### config.mk
export PLATFORM = sky130hd
export DESIGN_NAME = sram_rr_arbiter
export DESIGN_NICKNAME = d
export VERILOG_FILES = /design/src/rtl/sram_rr_arbiter.sv
export SDC_FILE = /design/constraint.sdc
export NUM_CORES = 1
export LEC_CHECK = 0
export CAP_MARGIN = 20
export CORE_AREA = 2 2 316 318
export CTS_BUF_LIST = sky130_fd_sc_hd__clkbuf_2
export DETAILED_ROUTE_END_ITERATION = 10
export DIE_AREA = 0 0 318 320
export GPL_ROUTABILITY_DRIVEN = 0
export GPL_TIMING_DRIVEN = 0
export PLACE_DENSITY = 0.3
export SLEW_MARGIN = 10
export SYNTH_ARGS = -nofsm -noshare
export SYNTH_HDL_FRONTEND = slang
export SYNTH_SLANG_ARGS = --single-unit
### constraint.sdc
create_clock -name clk -period 2 [get_ports clk]
set_input_delay 0.2 -clock clk [delete_from_list [all_inputs] [get_ports clk]]
set_output_delay 0.2 -clock clk [all_outputs]
set_load 0.05 [all_outputs]
### src/rtl/sram_rr_arbiter.sv
// Two-requester round-robin front end for a shared scratch SRAM.
// One operation per cycle; read data returns to the issuing requester one cycle later.
module sram_rr_arbiter #(
    parameter int DATA_WIDTH = 128,
    parameter int ADDR_WIDTH = 10,
    parameter int DEPTH      = 1024
) (
    input  logic                  clk,
    input  logic                  rst,

    input  logic                  req0_valid,
    output logic                  req0_ready,
    input  logic                  req0_we,
    input  logic [ADDR_WIDTH-1:0] req0_addr,
    input  logic [DATA_WIDTH-1:0] req0_wdata,
    output logic                  rsp0_valid,
    output logic [DATA_WIDTH-1:0] rsp0_rdata,

    input  logic                  req1_valid,
    output logic                  req1_ready,
    input  logic                  req1_we,
    input  logic [ADDR_WIDTH-1:0] req1_addr,
    input  logic [DATA_WIDTH-1:0] req1_wdata,
    output logic                  rsp1_valid,
    output logic [DATA_WIDTH-1:0] rsp1_rdata,

    output logic                  sram_wen,
    output logic [ADDR_WIDTH-1:0] sram_wadr,
    output logic [DATA_WIDTH-1:0] sram_wdata,
    output logic                  sram_ren,
    output logic [ADDR_WIDTH-1:0] sram_radr,
    input  logic [DATA_WIDTH-1:0] sram_rdata
);

    if (DEPTH > (1 << ADDR_WIDTH)) begin : g_depth_chk
        $error("DEPTH does not fit in ADDR_WIDTH");
    end

    logic [1:0]            req_valid;
    logic [1:0]            req_we;
    logic [ADDR_WIDTH-1:0] req_addr  [2];
    logic [DATA_WIDTH-1:0] req_wdata [2];

    assign req_valid    = {req1_valid, req0_valid};
    assign req_we       = {req1_we, req0_we};
    assign req_addr[0]  = req0_addr;
    assign req_addr[1]  = req1_addr;
    assign req_wdata[0] = req0_wdata;
    assign req_wdata[1] = req1_wdata;

    logic       last_grant_reg, last_grant_next;
    logic [1:0] rsp_pend_reg, rsp_pend_next;
    logic [1:0] grant;
    logic       grant_any;
    logic       sel;
    logic       sel_we;

    // Tie goes to whoever was not served last; reset presets last_grant to 1 so 0 wins first.
    always_comb begin
        grant = 2'b00;
        if (!rst) begin
            case (req_valid)
                2'b01:   grant = 2'b01;
                2'b10:   grant = 2'b10;
                2'b11:   grant = last_grant_reg ? 2'b01 : 2'b10;
                default: grant = 2'b00;
            endcase
        end
    end

    assign grant_any  = |grant;
    assign sel        = grant[1];
    assign sel_we     = req_we[sel];
    assign req0_ready = grant[0];
    assign req1_ready = grant[1];

    always_comb begin
        sram_wen   = 1'b0;
        sram_wadr  = '0;
        sram_wdata = '0;
        sram_ren   = 1'b0;
        sram_radr  = '0;
        if (grant_any) begin
            if (sel_we) begin
                sram_wen   = 1'b1;
                sram_wadr  = req_addr[sel];
                sram_wdata = req_wdata[sel];
            end else begin
                sram_ren   = 1'b1;
                sram_radr  = req_addr[sel];
            end
        end
    end

    // Tag the next cycle's read return with the requester that issued it.
    for (genvar gi = 0; gi < 2; gi++) begin : g_tag
        assign rsp_pend_next[gi] = grant[gi] & ~req_we[gi];
    end

    assign last_grant_next = grant_any ? sel : last_grant_reg;

    always_ff @(posedge clk or posedge rst) begin
        if (rst) begin
            last_grant_reg <= 1'b1;
            rsp_pend_reg   <= 2'b00;
        end else begin
            last_grant_reg <= last_grant_next;
            rsp_pend_reg   <= rsp_pend_next;
        end
    end

    assign rsp0_valid = rsp_pend_reg[0];
    assign rsp1_valid = rsp_pend_reg[1];
    assign rsp0_rdata = sram_rdata;
    assign rsp1_rdata = sram_rdata;

endmodule
Word-level counts from Yosys, hierarchy flattened
Index checks and enable logic that the tools add are counted.
- flip-flop bits (word level): 3
- input bits: 410
- output and inout bits: 410
- word-level logic and storage cells: 34
- $lt $le $gt $ge: 2
- eq/ne operators: 3
- multiplexer cells: 21
- bitwise operators: 5
- reduce and logical (&&, ||, !) cells: 1
- operator list (kind ; number):
    $mux 128 ; 5
    $mux 10 ; 7
    $mux 1 ; 6
    $pmux 2 s3 ; 1
    $eq 2x2->1 const B ; 2
    $mux 2 ; 2
    $and 1x1->1 ; 2
    $eq 2x1->1 const B ; 1
    $ge 2x2->1 const B ; 1
    $lt 1x2->1 const B ; 1
    $not 1->1 ; 2
    $not 1->2 ; 1
    $reduce_or 2->1 ; 1

Depth between registers and ports, before layout
- depth in word-level cells: 9
- mapped depth: 7
- mapped depth without buffers: 3

Worst setup path before layout
OpenSTA, ideal clock, no wires.
- path type: register to output
- start point: register last_grant_reg
- end point: output sram_wadr[0]
- arrival time: 1.934 ns
- required time: 1.800 ns
- path slack: -0.134 ns
- stages on the path, launching flop included: 6
- buffers on the path: 2
- cell sequence: dfstp_2 nand2b_1 a32oi_2 buf_2 buf_2 a21oi_1
- longest elaborated chain between the ends: 9
- elaborated cells on any way between the ends: 12
- classes of those cells: mux: 10; bitwise: 1; reduce/logical: 1
- ends and longest elaborated chain (element ; RTL line ; RTL):
    from (decl) ; 51 ; logic last_grant_reg, last_grant_next;
    from (signal assigned) ; 107 ; last_grant_reg <= last_grant_next;
    $mux 2 (*) ; 65 ; 2'b11: grant = last_grant_reg ? 2'b01 : 2'b10;
    $pmux 2 s3 (*) ; 62 ; case (req_valid)
    $mux 2 (*) ; 61 ; if (!rst) begin
    $not 1->2 (not written as such) ; 86 ; sram_wadr = req_addr[sel];
    $mux 10 (not written as such) (3 in series) ; 86 ;
    $mux 10 ; 84 ; if (sel_we) begin
    $mux 10 (*) ; 83 ; if (grant_any) begin
    to (decl) ; 28 ; output logic [ADDR_WIDTH-1:0] sram_wadr,
Mark *: on every way between the ends. The rest lies on a longest branch, timed or not. The select of a mux whose other input is x is not followed.

Worst setup path after layout
- start point: register last_grant_reg
- end point: output sram_wdata[44]
- longest elaborated chain between the ends: 9
- elaborated cells on any way between the ends: 12
- classes of those cells: mux: 10; bitwise: 1; reduce/logical: 1
- ends and longest elaborated chain (element ; RTL line ; RTL):
    $mux 2 (*) ; 65 ;
    $pmux 2 s3 (*) ; 62 ;
    $mux 2 (*) ; 61 ;
    $not 1->2 (not written as such) ; 87 ; sram_wdata = req_wdata[sel];
    $mux 128 (not written as such) (3 in series) ; 87 ;
    $mux 128 ; 84 ;
    $mux 128 (*) ; 83 ;
    to (decl) ; 29 ; output logic [DATA_WIDTH-1:0] sram_wdata,
Marks and branches as above.

==> out/metrics.json <==
{
  "run_status": {"value": "finished with violations"},
  "failed_checks": {"value": "negative setup slack"},
  "power.density": {"value": 345, "unit": "mW/mm2"},
  "placed_cells": {"value": 2757},
  "vias": {"value": 8244},
  "fin_ws": {"value": -0.387, "unit": "ns"},
  "timing.final.crit_share": {"value": 1.19},
  "layout.cell_area.non_filler": {"value": 0.0151, "unit": "mm2"},
  "p_leak": {"value": 5.59, "unit": "nW"},
  "vias_in_the_first_global_route": {"value": 8489},
  "maxSlewHeadroom": {"value": 0.470},
  "insertion_delay": {"value": 0.26, "unit": "ns"},
  "clkSinkCount": {"value": 3},
  "mappedNetlistArea": {"value": 0.00462, "unit": "mm2"},
  "crit_path_top_delay_cell": {"value": "dfstp_2"},
  "cts_max_level": {"value": 1},
  "wl_per_cell": {"value": 20.1, "unit": "um"},
  "overflow": {"value": 0},
  "start_util": {"value": 0.0472},
  "first_iter_violations": {"value": 236},
  "die_height": {"value": 320, "unit": "um"},
  "transition_time_at_the_pin_with_the_least_slew_margin": {"value": 0.795, "unit": "ns"},
  "post_dp_cell_area": {"value": 0.0134, "unit": "mm2"},
  "num_rows": {"value": 115},
  "drt-total-wl": {"value": 56.1, "unit": "mm"},
  "synth_edf_count": {"value": 0},
  "criticalPathCategory": {"value": "flop to primary output"},
  "startpoint_type": {"value": "flop"},
  "post_cts_hold_buffer_count": {"value": 0},
  "fin_crit": {"value": 2.39, "unit": "ns"},
  "path_common_cell": {"value": "buf_12"},
  "coreArea": {"value": 0.0980, "unit": "mm2"},
  "largest_register_ff_count": {"value": 2},
  "clkSlewWorstSetupHoldPaths": {"value": 0.12, "unit": "ns"},
  "worst_setup_path_end_kind": {"value": "primary output"},
  "post_route_cells_drive_above_1_share": {"value": 0.434},
  "yosys_synthesis_warning_count": {"value": 0},
  "r2r-end": {"value": "rsp_pend_reg[1]"},
  "post-dp-hpwl": {"value": 49.1, "unit": "mm"},
  "worst_r2r_startpoint": {"value": "last_grant_reg"},
  "slowest_cell_delay_on_critical_path": {"value": 0.61, "unit": "ns"},
  "cts_tree": {"value": "yes"},
  "die_area": {"value": 0.102, "unit": "mm2"},
  "cts_buffers": {"value": 3},
  "final_core_util": {"value": 0.154},
  "pin_count_of_the_biggest_net_entering_global_routing": {"value": 13},
  "synthesis_to_layout_area_growth": {"value": 226, "unit": "%"},
  "route.antenna.remaining_nets": {"value": 0},
  "holdCritPathClass": {"value": "primary input to flop"},
  "slew_viol_final": {"value": 0},
  "seq_total_area_yosys": {"value": 0.0165},
  "yosys_most_used_dff": {"value": "dfrtp_1"},
  "timing.critical_path.cells": {"value": "nand2b_4 -> a32oi_4 -> buf_12 -> clkbuf_16 -> buf_12 -> a21oi_4 -> buf_6"},
  "worst_ep_required_time": {"value": 1.80, "unit": "ns"},
  "postSynthRegisterBits": {"value": 3},
  "finalNonFillerCells": {"value": 2788},
  "final.setup.tns": {"value": -38.17, "unit": "ns"},
  "ios": {"value": 820},
  "max_freq": {"value": 419, "unit": "MHz"},
  "synthesis.nets": {"value": 1189},
  "cp_data_arrival_time": {"value": 2.19, "unit": "ns"},
  "worst_setup_path_endpoint": {"value": "sram_wdata[44]"},
  "drtPass1Iterations": {"value": 4},
  "setup.worst_path.start": {"value": "last_grant_reg"},
  "route.detailed.vias_per_inst": {"value": 2.96},
  "critical_path_peak_fanout": {"value": 10},
  "post-route-drc-count": {"value": 0},
  "ff2ff_path_depth": {"value": 4},
  "ys_async_rst_share": {"value": 1.00},
  "grt_first_pass_wirelength": {"value": 71.4, "unit": "mm"},
  "design.final.nets": {"value": 1903},
  "clockBufferDepth": {"value": 2},
  "grt_antenna_before_repair": {"value": 10},
  "worst_case_clock_skew": {"value": 0.0434, "unit": "ns"},
  "hold_viol": {"value": 0},
  "fill_cells": {"value": 11200},
  "synth_cell_types": {"value": 23},
  "irDropWorstVdd": {"value": 0.134, "unit": "mV"},
  "numPortBuffers": {"value": 690},
  "syn_inst": {"value": 779},
  "syn_area_per_cell": {"value": 5.93, "unit": "um2"},
  "grt.total_usage": {"value": 0.100},
  "ctsRootBufferMaster": {"value": "clkbuf_2"},
  "setup_viol": {"value": 151},
  "p_total": {"value": 0.00521, "unit": "W"},
  "die_w": {"value": 318, "unit": "um"},
  "cap_viol_max_count": {"value": 0},
  "reg2reg_setup_slack": {"value": 0.51, "unit": "ns"},
  "setup_repair_after_global_routing_missed_its_margin": {"value": "true"}
}
## power breakdown
group	internal [W]	switching [W]	total [W]	leakage, nW
Sequential	0.0000696	0.00000903	0.0000787	0.0377
Combinational	0.00208	0.00294	0.00502	5.53
Clock	0.0000531	0.0000616	0.000115	0.0167
## worst max-delay path: cells and delay by family (launching register included)
| family | cells | cell delay, ns |
|---|---|---|
| buffers and inverters | 4 | 0.78 |
| flip-flops | 1 | 0.61 |
| AO/OA/AOI/OAI | 2 | 0.33 |
| AND/OR/NAND/NOR | 1 | 0.17 |
## logic make-up after synthesis
kind of cell | after synthesis | share of synthesized area
and+or+nand+nor | 147 | 0.160
AOI/OAI and AO/OA | 291 | 0.326
buffers and inverters | 338 | 0.498
DFF | 3 | 0.0165
## cell usage in the layout (no fill, tap or decap), types with 2 or more instances in the layout
| cell | count |
|---|---|
| a21oi_2 | 67 |
| nor2b_1 | 2 |
| buf_2 | 12 |
| buf_4 | 307 |
| clkbuf_2 | 8 |
| buf_8 | 36 |
| o21ai_2 | 23 |
| dlymetal6s2s_1 | 2 |
| buf_6 | 79 |
| nor2_1 | 2 |
| a22oi_2 | 5 |
| o21ai_0 | 52 |
| clkbuf_4 | 15 |
| a21oi_4 | 47 |
| a21oi_1 | 25 |
| clkdlybuf4s50_1 | 536 |
| buf_12 | 25 |
| o21ai_4 | 2 |
| nand3_1 | 136 |
| inv_2 | 3 |
| a22oi_1 | 5 |
| o21ai_1 | 61 |
| dfrtp_1 | 2 |
| clkbuf_16 | 9 |
| nand3_2 | 3 |
| clkbuf_1 | 16 |
| diode_2 | 9 |
## through the flow
stage / hold slack (ns) / setup WS [ns]
floorplan: 0.270 / -0.134
global placement: 0.542 / -1.81
detailed placement: 0.548 / -1.74
CTS: 0.458 / -0.551
global route: 0.346 / -0.467
finish: 0.326 / -0.387
## per-layer routing
layer | part of all wire | up-vias | global-route usage
met1 | 0.39 | 3848 | 0.114
met5 | 0.0012 | - | 0
met4 | 0.011 | 10 | 0.0133
met2 | 0.49 | 453 | 0.172
li1 | - | 3904 | -
met3 | 0.11 | 29 | 0.0495
## layout make-up
cell class / count / area (um2) / share of cell area
Sequential cell: 3 / 76.3 / 0.00506
Timing Repair Buffer: 709 / 7440 / 0.493
Buffer: 334 / 2700 / 0.179
Inverter: 4 / 15.0 / 0.000995
Tap cell: 1287 / 1610 / 0.107
Clock buffer: 4 / 20.0 / 0.00133
Multi-Input combinational cell: 438 / 3210 / 0.213
Antenna cell: 9 / 22.5 / 0.00149
## repair_timing
| item | in CTS | in global routing |
|---|---|---|
| gates cloned | 0 | 9 |
| endpoints found under the setup margin | 152 | 152 |
| pin swaps | 8 | 86 |
| resized for setup | 847 | 605 |
| buffers inserted | 0 | 9 |
## how the worst min path moves through the flow
stage | from | endpoint | slack, ns | depth (start not counted)
after floorplan | req0_valid | last_grant_reg | 0.27 | 1
after global placement | last_grant_reg | last_grant_reg | 0.54 | 2
after detailed placement | last_grant_reg | last_grant_reg | 0.55 | 2
after CTS | req0_valid | last_grant_reg | 0.46 | 2
after global routing | req1_valid | last_grant_reg | 0.35 | 3
final | req1_valid | last_grant_reg | 0.33 | 3
## cell usage after synthesis, types with 2 or more instances
cell type  instances  area share
buf_4            256        0.42
a21oi_1          139        0.15
nand3_1          139        0.15
o21ai_0          103        0.11
buf_2             53       0.057
o21ai_1           35       0.038
clkbuf_1          24       0.019
a22oi_1           10       0.016
inv_2              3      0.0024
dfrtp_1            2       0.011
nor2_1             2      0.0016
nor2b_1            2      0.0027
Power figures use the tool's default switching activity.
